<file path="src/rtl/multicycle_control.sv">
// Multicycle MIPS control FSM: sequences fetch/decode/execute/memory/writeback with bounded memory waits.
// Optional CTRL_PERF_CNT_EN adds cycle_count/instr_count performance counters.
module multicycle_control #(
  parameter int WAIT_LIMIT = 15,
  parameter int STATE_W    = 4
) (
  input  logic               clk,
  input  logic               rst,
  input  logic [5:0]         opcode,
  input  logic               zero,
  input  logic               mem_ready,
  output logic               pc_write,
  output logic               pc_write_cond,
  output logic               i_or_d,
  output logic               mem_read,
  output logic               mem_write,
  output logic               ir_write,
  output logic               reg_dst,
  output logic               mem_to_reg,
  output logic               reg_write,
  output logic               alu_src_a,
  output logic [1:0]         alu_src_b,
  output logic [1:0]         alu_op,
  output logic [1:0]         pc_source,
  output logic [STATE_W-1:0] state,
  output logic               instr_done,
`ifdef CTRL_PERF_CNT_EN
  output logic [31:0]        cycle_count,
  output logic [31:0]        instr_count,
`endif
  output logic               illegal_op,
  output logic               mem_timeout
);

  typedef enum logic [3:0] {
    S_FETCH     = 4'd0,
    S_DECODE    = 4'd1,
    S_MEM_ADDR  = 4'd2,
    S_MEM_READ  = 4'd3,
    S_MEM_WB    = 4'd4,
    S_MEM_WRITE = 4'd5,
    S_EXECUTE   = 4'd6,
    S_R_WB      = 4'd7,
    S_BRANCH    = 4'd8,
    S_JUMP      = 4'd9,
    S_ADDI_EX   = 4'd10,
    S_ADDI_WB   = 4'd11,
    S_TRAP      = 4'd12
  } state_e;

  localparam logic [5:0] OP_R    = 6'b000000;
  localparam logic [5:0] OP_LW   = 6'b100011;
  localparam logic [5:0] OP_SW   = 6'b101011;
  localparam logic [5:0] OP_BEQ  = 6'b000100;
  localparam logic [5:0] OP_J    = 6'b000010;
  localparam logic [5:0] OP_ADDI = 6'b001000;

  // Counter only needs to hold WAIT_LIMIT-1; the trap fires on the cycle it would reach WAIT_LIMIT.
  localparam int CNT_W = (WAIT_LIMIT > 1) ? $clog2(WAIT_LIMIT) : 1;
  localparam logic [CNT_W-1:0] LIMIT_M1 = (WAIT_LIMIT > 0) ? CNT_W'(WAIT_LIMIT - 1) : '0;

  state_e             state_q, state_d;
  logic [CNT_W-1:0]   wait_cnt_q, wait_cnt_d;
  logic               illegal_q, timeout_q;
  logic               set_illegal, set_timeout;
  logic               wait_hit, in_wait_state;

  // Branch qualification happens outside this block; zero is intentionally not consumed here.
  logic unused_zero;
  assign unused_zero = zero;

  always_ff @(posedge clk or negedge rst) begin
    if (!rst) begin
      state_q    <= S_FETCH;
      wait_cnt_q <= '0;
      illegal_q  <= 1'b0;
      timeout_q  <= 1'b0;
    end else begin
      state_q    <= state_d;
      wait_cnt_q <= wait_cnt_d;
      if (set_illegal) illegal_q <= 1'b1;
      if (set_timeout) timeout_q <= 1'b1;
    end
  end

  always_comb begin
    state_d       = state_q;
    wait_cnt_d    = wait_cnt_q;
    set_illegal   = 1'b0;
    set_timeout   = 1'b0;
    pc_write      = 1'b0;
    pc_write_cond = 1'b0;
    i_or_d        = 1'b0;
    mem_read      = 1'b0;
    mem_write     = 1'b0;
    ir_write      = 1'b0;
    reg_dst       = 1'b0;
    mem_to_reg    = 1'b0;
    reg_write     = 1'b0;
    alu_src_a     = 1'b0;
    alu_src_b     = 2'b00;
    alu_op        = 2'b00;
    pc_source     = 2'b00;
    instr_done    = 1'b0;
    in_wait_state = (state_q == S_FETCH) || (state_q == S_MEM_READ) || (state_q == S_MEM_WRITE);
    wait_hit      = (WAIT_LIMIT != 0) && !mem_ready && (wait_cnt_q == LIMIT_M1);

    case (state_q)
      S_FETCH: begin
        mem_read  = 1'b1;
        alu_src_b = 2'b01;
        ir_write  = mem_ready;
        pc_write  = mem_ready;
        if (mem_ready) begin
          state_d = S_DECODE;
        end else if (wait_hit) begin
          state_d     = S_TRAP;
          set_timeout = 1'b1;
        end
      end
      S_DECODE: begin
        alu_src_b = 2'b11;
        case (opcode)
          OP_LW, OP_SW: state_d = S_MEM_ADDR;
          OP_R:         state_d = S_EXECUTE;
          OP_BEQ:       state_d = S_BRANCH;
          OP_J:         state_d = S_JUMP;
          OP_ADDI:      state_d = S_ADDI_EX;
          default: begin
            state_d     = S_TRAP;
            set_illegal = 1'b1;
          end
        endcase
      end
      S_MEM_ADDR: begin
        alu_src_a = 1'b1;
        alu_src_b = 2'b10;
        state_d   = (opcode == OP_LW) ? S_MEM_READ : S_MEM_WRITE;
      end
      S_MEM_READ: begin
        mem_read = 1'b1;
        i_or_d   = 1'b1;
        if (mem_ready) begin
          state_d = S_MEM_WB;
        end else if (wait_hit) begin
          state_d     = S_TRAP;
          set_timeout = 1'b1;
        end
      end
      S_MEM_WB: begin
        reg_write  = 1'b1;
        mem_to_reg = 1'b1;
        instr_done = 1'b1;
        state_d    = S_FETCH;
      end
      S_MEM_WRITE: begin
        mem_write  = 1'b1;
        i_or_d     = 1'b1;
        instr_done = mem_ready;
        if (mem_ready) begin
          state_d = S_FETCH;
        end else if (wait_hit) begin
          state_d     = S_TRAP;
          set_timeout = 1'b1;
        end
      end
      S_EXECUTE: begin
        alu_src_a = 1'b1;
        alu_op    = 2'b10;
        state_d   = S_R_WB;
      end
      S_R_WB: begin
        reg_write  = 1'b1;
        reg_dst    = 1'b1;
        instr_done = 1'b1;
        state_d    = S_FETCH;
      end
      S_BRANCH: begin
        alu_src_a     = 1'b1;
        alu_op        = 2'b01;
        pc_write_cond = 1'b1;
        pc_source     = 2'b01;
        instr_done    = 1'b1;
        state_d       = S_FETCH;
      end
      S_JUMP: begin
        pc_write   = 1'b1;
        pc_source  = 2'b10;
        instr_done = 1'b1;
        state_d    = S_FETCH;
      end
      S_ADDI_EX: begin
        alu_src_a = 1'b1;
        alu_src_b = 2'b10;
        state_d   = S_ADDI_WB;
      end
      S_ADDI_WB: begin
        reg_write  = 1'b1;
        instr_done = 1'b1;
        state_d    = S_FETCH;
      end
      S_TRAP: begin
        state_d = S_TRAP;
      end
      default: begin
        state_d     = S_TRAP;
        set_illegal = 1'b1;
      end
    endcase

    // Any state change is an entry, which restarts the wait count.
    if (state_d != state_q) begin
      wait_cnt_d = '0;
    end else if (in_wait_state && !mem_ready) begin
      wait_cnt_d = wait_cnt_q + CNT_W'(1);
    end

    // Strobes must drop the instant reset asserts, not at the next edge.
    if (!rst) begin
      pc_write      = 1'b0;
      pc_write_cond = 1'b0;
      i_or_d        = 1'b0;
      mem_read      = 1'b0;
      mem_write     = 1'b0;
      ir_write      = 1'b0;
      reg_dst       = 1'b0;
      mem_to_reg    = 1'b0;
      reg_write     = 1'b0;
      alu_src_a     = 1'b0;
      alu_src_b     = 2'b00;
      alu_op        = 2'b00;
      pc_source     = 2'b00;
      instr_done    = 1'b0;
    end
  end

  assign state       = STATE_W'(state_q);
  assign illegal_op  = illegal_q;
  assign mem_timeout = timeout_q;

`ifdef CTRL_PERF_CNT_EN
  logic [31:0] cycle_cnt_q, instr_cnt_q;

  always_ff @(posedge clk or negedge rst) begin
    if (!rst) begin
      cycle_cnt_q <= '0;
      instr_cnt_q <= '0;
    end else begin
      if (state_q != S_TRAP) cycle_cnt_q <= cycle_cnt_q + 32'd1;
      if (instr_done)        instr_cnt_q <= instr_cnt_q + 32'd1;
    end
  end

  assign cycle_count = cycle_cnt_q;
  assign instr_count = instr_cnt_q;
`endif

endmodule
</file>
<file path="config.mk">
export PLATFORM = sky130hd
export DESIGN_NAME = multicycle_control
export DESIGN_NICKNAME = d
export VERILOG_FILES = /design/src/rtl/multicycle_control.sv
export SDC_FILE = /design/constraint.sdc
export NUM_CORES = 1
export LEC_CHECK = 0
export CORE_ASPECT_RATIO = 1.75
export CORE_MARGIN = 4
export CORE_UTILIZATION = 35
export CTS_BUF_LIST = sky130_fd_sc_hd__clkbuf_8
export DETAILED_ROUTE_END_ITERATION = 8
export SLEW_MARGIN = 5
export SYNTH_ARGS = -nofsm -noshare
export SYNTH_HDL_FRONTEND = slang
export SYNTH_SLANG_ARGS = --single-unit
</file>
<file path="constraint.sdc">
create_clock -name clk -period 1.55 [get_ports clk]
set_input_delay 0.31 -clock clk [delete_from_list [all_inputs] [get_ports clk]]
set_output_delay 0.31 -clock clk [all_outputs]
set_load 0.005 [all_outputs]
</file>
After elaboration in Yosys (flattened, before gate mapping) --
Index checks and enable logic that the tools add are counted.
Operators by class: add/subtract/negate cells 1, eq/ne operators 19, mux-type cells 42, reductions and logical operators 18
Operators by type and width (count):
- case mux 4 bit (8 select lines) | 1
- == test 4 bit (second input constant) | 6
- 2-to-1 mux 1 bit | 24
- 2-to-1 mux 4 bit | 6
- case mux 4 bit (5 select lines) | 1
- == test 4 x 3 -> 1 bit (second input constant) | 4
- == test 6 bit (second input constant) | 2
- OR reduction 12 bit | 1
- == test 4 x 2 -> 1 bit (second input constant) | 2
- case mux 2 bit (2 select lines) | 2
- OR reduction 2 bit | 4
- == test 6 x 2 -> 1 bit (second input constant) | 1
- == test 6 x 3 -> 1 bit (second input constant) | 1
- == test 6 x 4 -> 1 bit (second input constant) | 1
- zero test 6 bit | 1
- 2-to-1 mux 2 bit | 3
- case mux 1 bit (2 select lines) | 3
- case mux 2 bit (3 select lines) | 1
- OR reduction 3 bit | 2
- OR reduction 6 bit | 1
- OR reduction 5 bit | 1
- adder 4 x 1 -> 4 bit (second input constant) | 1
- == test 4 x 1 -> 1 bit (second input constant) | 1
- zero test 4 bit | 1
- 7 further kinds | 9
Storage, ports and cells: bits in registers 10, input bits 10, output and inout bits 23, word-level logic and storage cells 84

Longest topological paths before layout --
Gate-level depths: netlist of the first run.
depth after elaboration 7, mapped depth 7

Worst setup path after synthesis of the first run --
Ideal clock, no wire load.
path type register -> output, start reg state_q[0], in the netlist state[0], end out pc_write, data arrival time 1381 ps, data required time 1240 ps, setup slack -141 ps, stages on the path, launching flop included 6, buffers on the path 2, cells stage by stage dfrtp_1 buf_2 or2_2 clkbuf_1 nor3_1 or2_2
On the way: cells in the longest elaborated chain, start to end 3, elaborated cells on any way between the ends 4, those cells by class 1 x eq/ne; 2 x mux; 1 x reduce/logical
Ends and longest elaborated chain:
- start: declaration | RTL line 62 | state_e state_q, state_d;
- start signal: assignment | RTL line 79 | state_q <= state_d;
- == test 4 bit / zero test 4 bit (equally long branches) | RTL line 108 | case (state_q)
- case mux 1 bit (2 select lines) * | RTL line 108
- 2-to-1 mux 1 bit * | RTL line 219 | if (!rst) begin
- end: declaration | RTL line 12 | output logic pc_write,
Every way passes the cells marked *; elsewhere a longest branch is shown, timed or not.

Worst setup path after layout of the first run --
start reg state_q[3], in the netlist state[3], end reg wait_cnt_q[3]
On the way: cells in the longest elaborated chain, start to end 5, elaborated cells on any way between the ends 24, those cells by class 12 x eq/ne; 6 x mux; 6 x reduce/logical
Ends and longest elaborated chain:
- == test 4 bit (tied with other cells) | RTL line 108
- OR reduction 5 bit (no line) (tied with other cells)
- case mux 4 bit (8 select lines) / logical OR 1 bit (equally long branches) | RTL line 108, 105
- inequality test 4 bit / logical AND 1 bit (equally long branches) | RTL line 212, 214
- 2-to-1 mux 4 bit / nonzero test 2 bit (equally long branches)
- end signal: assignment | RTL line 80 | wait_cnt_q <= wait_cnt_d;
- end: declaration | RTL line 63 | logic [CNT_W-1:0] wait_cnt_q, wait_cnt_d;
Parallel ways exist; a longest one is shown, timed or not. A chain may end at the register's enable or synchronous reset.

==> results of run 1 <==
==> sequential cells by signal, summed over array words and instances, names as in the netlist <==
register and cells:
mem_timeout 1, illegal_op 1, state 4, wait_cnt_q 4
==> per-layer routing <==
| metal | vias up | part of all wire (%) | track usage, % | wire, µm |
|---|---|---|---|---|
| li1 | 776 | - | - | - |
| met1 | 794 | 35 | 22.2 | 1830 |
| met2 | 54 | 59 | 49.6 | 3050 |
| met3 | 12 | 2.9 | 1.26 | 148 |
| met4 | 0 | 2.3 | 6.86 | 118 |
| met5 | - | 0 | 0 | 0 |
==> how the worst max path moves through the flow <==
| stage | endpoint | from | cells past startpoint | slack [ps] |
|---|---|---|---|---|
| floorplan | wait_cnt_q[3] | state[0] | 5 | -90 |
| global placement | instr_done | mem_ready | 5 | -630 |
| detailed placement | instr_done | mem_ready | 5 | -640 |
| CTS | wait_cnt_q[3] | state[3] | 7 | -400 |
| global route | wait_cnt_q[3] | state[3] | 7 | -480 |
| finish | wait_cnt_q[3] | state[3] | 7 | -420 |
==> where the power goes <==
group	leakage (nW)	total [W]	internal [W]	switching [W]
registers	0.126	0.000393	0.000321	0.0000720
clock network	0.0216	0.000271	0.000170	0.000101
logic	1.00	0.00333	0.00189	0.00144
total	1.15	0.00399	0.00238	0.00161
==> cells in the final DEF, fill, tap and decap left out, types with 3 or more instances in the layout <==
master           netlist  layout
a21oi_1                9       5
a21oi_2                0       3
and4b_1                3       3
buf_2                  4      16
buf_4                  2      60
buf_6                  2      31
clkbuf_8               0       3
clkdlybuf4s50_1        0       8
dfrtp_1               10       7
dfrtp_2                0       3
dlygate4sd2_1          0       3
inv_1                  6       5
mux2i_1                3       3
nand2_1               16       9
nand2_2                0       4
nand2_4                0       3
nand3_1                8       4
nand3_4                0       3
nor2_1                19      13
nor2_2                 0       3
nor2_4                 0       3
o211ai_1               4       4
o21ai_0                4       3
xnor2_1                5       5
==> logic make-up after synthesis <==
logic type,Yosys count
xor+xnor,6
fa+ha+maj,2
simple gates,75
flops,10
buf+inv,19
mux,3
compound gates,35
==> area by class of cell <==
type / instances / area share (%)
Clock buffer: 3 / 1.67
Tap cell: 43 / 2.18
Multi-Input combinational cell: 121 / 40.9
Timing Repair Buffer: 125 / 43.8
Sequential cell: 10 / 10.3
Inverter: 6 / 1.22
==> stage by stage <==
stage | setup slack (ps) | TNS [ps]
after floorplan | -94.7 | -225
after detailed placement | -639 | -12740
after global routing | -481 | -7630
final | -416 | -5820
after CTS | -403 | -4950
after global placement | -632 | -11960
==> timing repair <==
| item | 4_1_cts | 5_1_grt |
|---|---|---|
| resized for setup | 131 | 42 |
| pin swaps | 24 | 15 |
| setup endpoints to repair | 30 | 28 |
| setup buffers | 24 | 13 |
==> run summary, run 1 <==
Final nets = 279
Placed Instance Area = 0.00191 mm²
Top cells by count, synth = nor2_1, nand2_1, dfrtp_1
Synth warnings = 0
EDFF count, synth = 0
Synth Area in Adders = 2.20%
DIE AREA = 0.00426 mm²
Grt total ovfl = 0
Syn Area/Cell = 7.58 µm²
Sequential area share after synthesis = 22.0%
Number of port buffers = 31
Failing checks = negative setup slack
Multi-input gate area = 0.00101 mm²
P per Cell Area = 1620 mW/mm²
Max Clock Skew = 0.515 ps
Reg2reg end = wait_cnt_q[3]
Number of fillers in the final layout = 204
Worst-Skew Late Latency = 230 ps
Final Non-Filler Cells = 308
Worst r2r src = state[3]
Drc violations = 0
Initial antenna violation count = 0
Largest family of logic cells by synthesized area = simple AND/OR/NAND/NOR gates
Post-Syn Nets = 162
Top cell by count, worst path = buf_6
Core Util, Final = 78.6%
Hold Path Class = in -> async
Final worst path period need = 1970 ps
Register area = 254 µm²
Dpl cells = 273
Count leader, synth = nor2_1
RSZ-0062 raised after global routing = true
CP bufs+invs = 2
Clock tree buffer depth = 2
Max-slew headroom = 74.3%
Core Region = 0.00314 mm²
Cell Rows = 27
WP data required = 1670 ps
Clk sink count = 10
Clk slew on worst S/H paths = 50 ps
Routed len/inst = 16.7 µm
Clock root buffer = clkbuf_8
Arrival time worst endpoint = 2090 ps
Worst Slack Setup Final = -416 ps
FMAX = 509 MHz
Post-route ant nets = 0
Gate count after technology mapping = 150
Post-synthesis mux area share = 2.64%
TritonCTS clock tree = yes
Pleak = 1.15 nW
# diodes = 0
Status = complete, but fails checks
Worst vdd ir = 0.980 mV
Critical-path top delay cell = or4_4
Period utilization = 127%
Synth area leaders = dfrtp_1, nor2_1, nand2_1
Synth Area in Simple Gates = 36.5%
Initial core utilization = 36.2%
Slew Limit Fails = 0
Yosys top cell by area = dfrtp_1
CP top delay family = simple AND/OR/NAND/NOR gates
Via density = 5.31
Critical path endpoint category = register
CP Class = reg -> reg
Maximum fanout along the worst path = 6
Crit-path cells = buf_6 > buf_6 > or4_4 > o2bb2ai_4 > nand4_1 > xnor2_1 > and4b_1
Final Power = 0.00399 W
Final-report setup violation count = 26
Critical Path Source Type = register
R2R cell count = 7
Die Width = 51.1 µm
Total Routed Length = 5150 µm
Layout area overhead = 117%
CTS buffer count = 3
Final instance area = 0.00247 mm²
Largest net degree at the start of global routing = 8
Max cap viols = 0
Fin. Hold Viols = 0
DRT iter0 DRCs = 32
Least-Margin Pin Slew = 386 ps
H-Tree Depth = 1
Hold Slack = 347 ps
Final Wtd Congestion = 0.847
Number of global-route vias before repair = 1713
Async SR Flop Fraction = 100%
GRT Util Overall = 23.6%
Yosys reg bits = 10
Vias = 1636
Dpl hpwl = 3350 µm
Flop2flop setup slack = -420 ps
First-pass GRT wire length = 7830 µm
I/O Pins = 33
Pre-antenna DRT Iters = 4
Top FF cell, synth = dfrtp_1
Share of cells above drive strength 1 = 60.0%
Synth cell types = 49
Cts-stage hold buffer count = 0
Yosys top cell area share = 22.0%
Synthesized-area fraction occupied by xor and xnor cells = 5.28%
Post-synthesis compound-gate area fraction = 22.6%
Slowest stage delay, CP = 500 ps
Die Ht = 83.4 µm
Area of the mapped netlist = 0.00114 mm²
No activity file was read; power rests on OpenSTA's default activity.
==> run 2, diff against run 1 <==
Settings changed: SLEW_MARGIN 5 to 20.
==> results of run 2 <==
Final layout, timing and power as in run 1 (identical DEF).
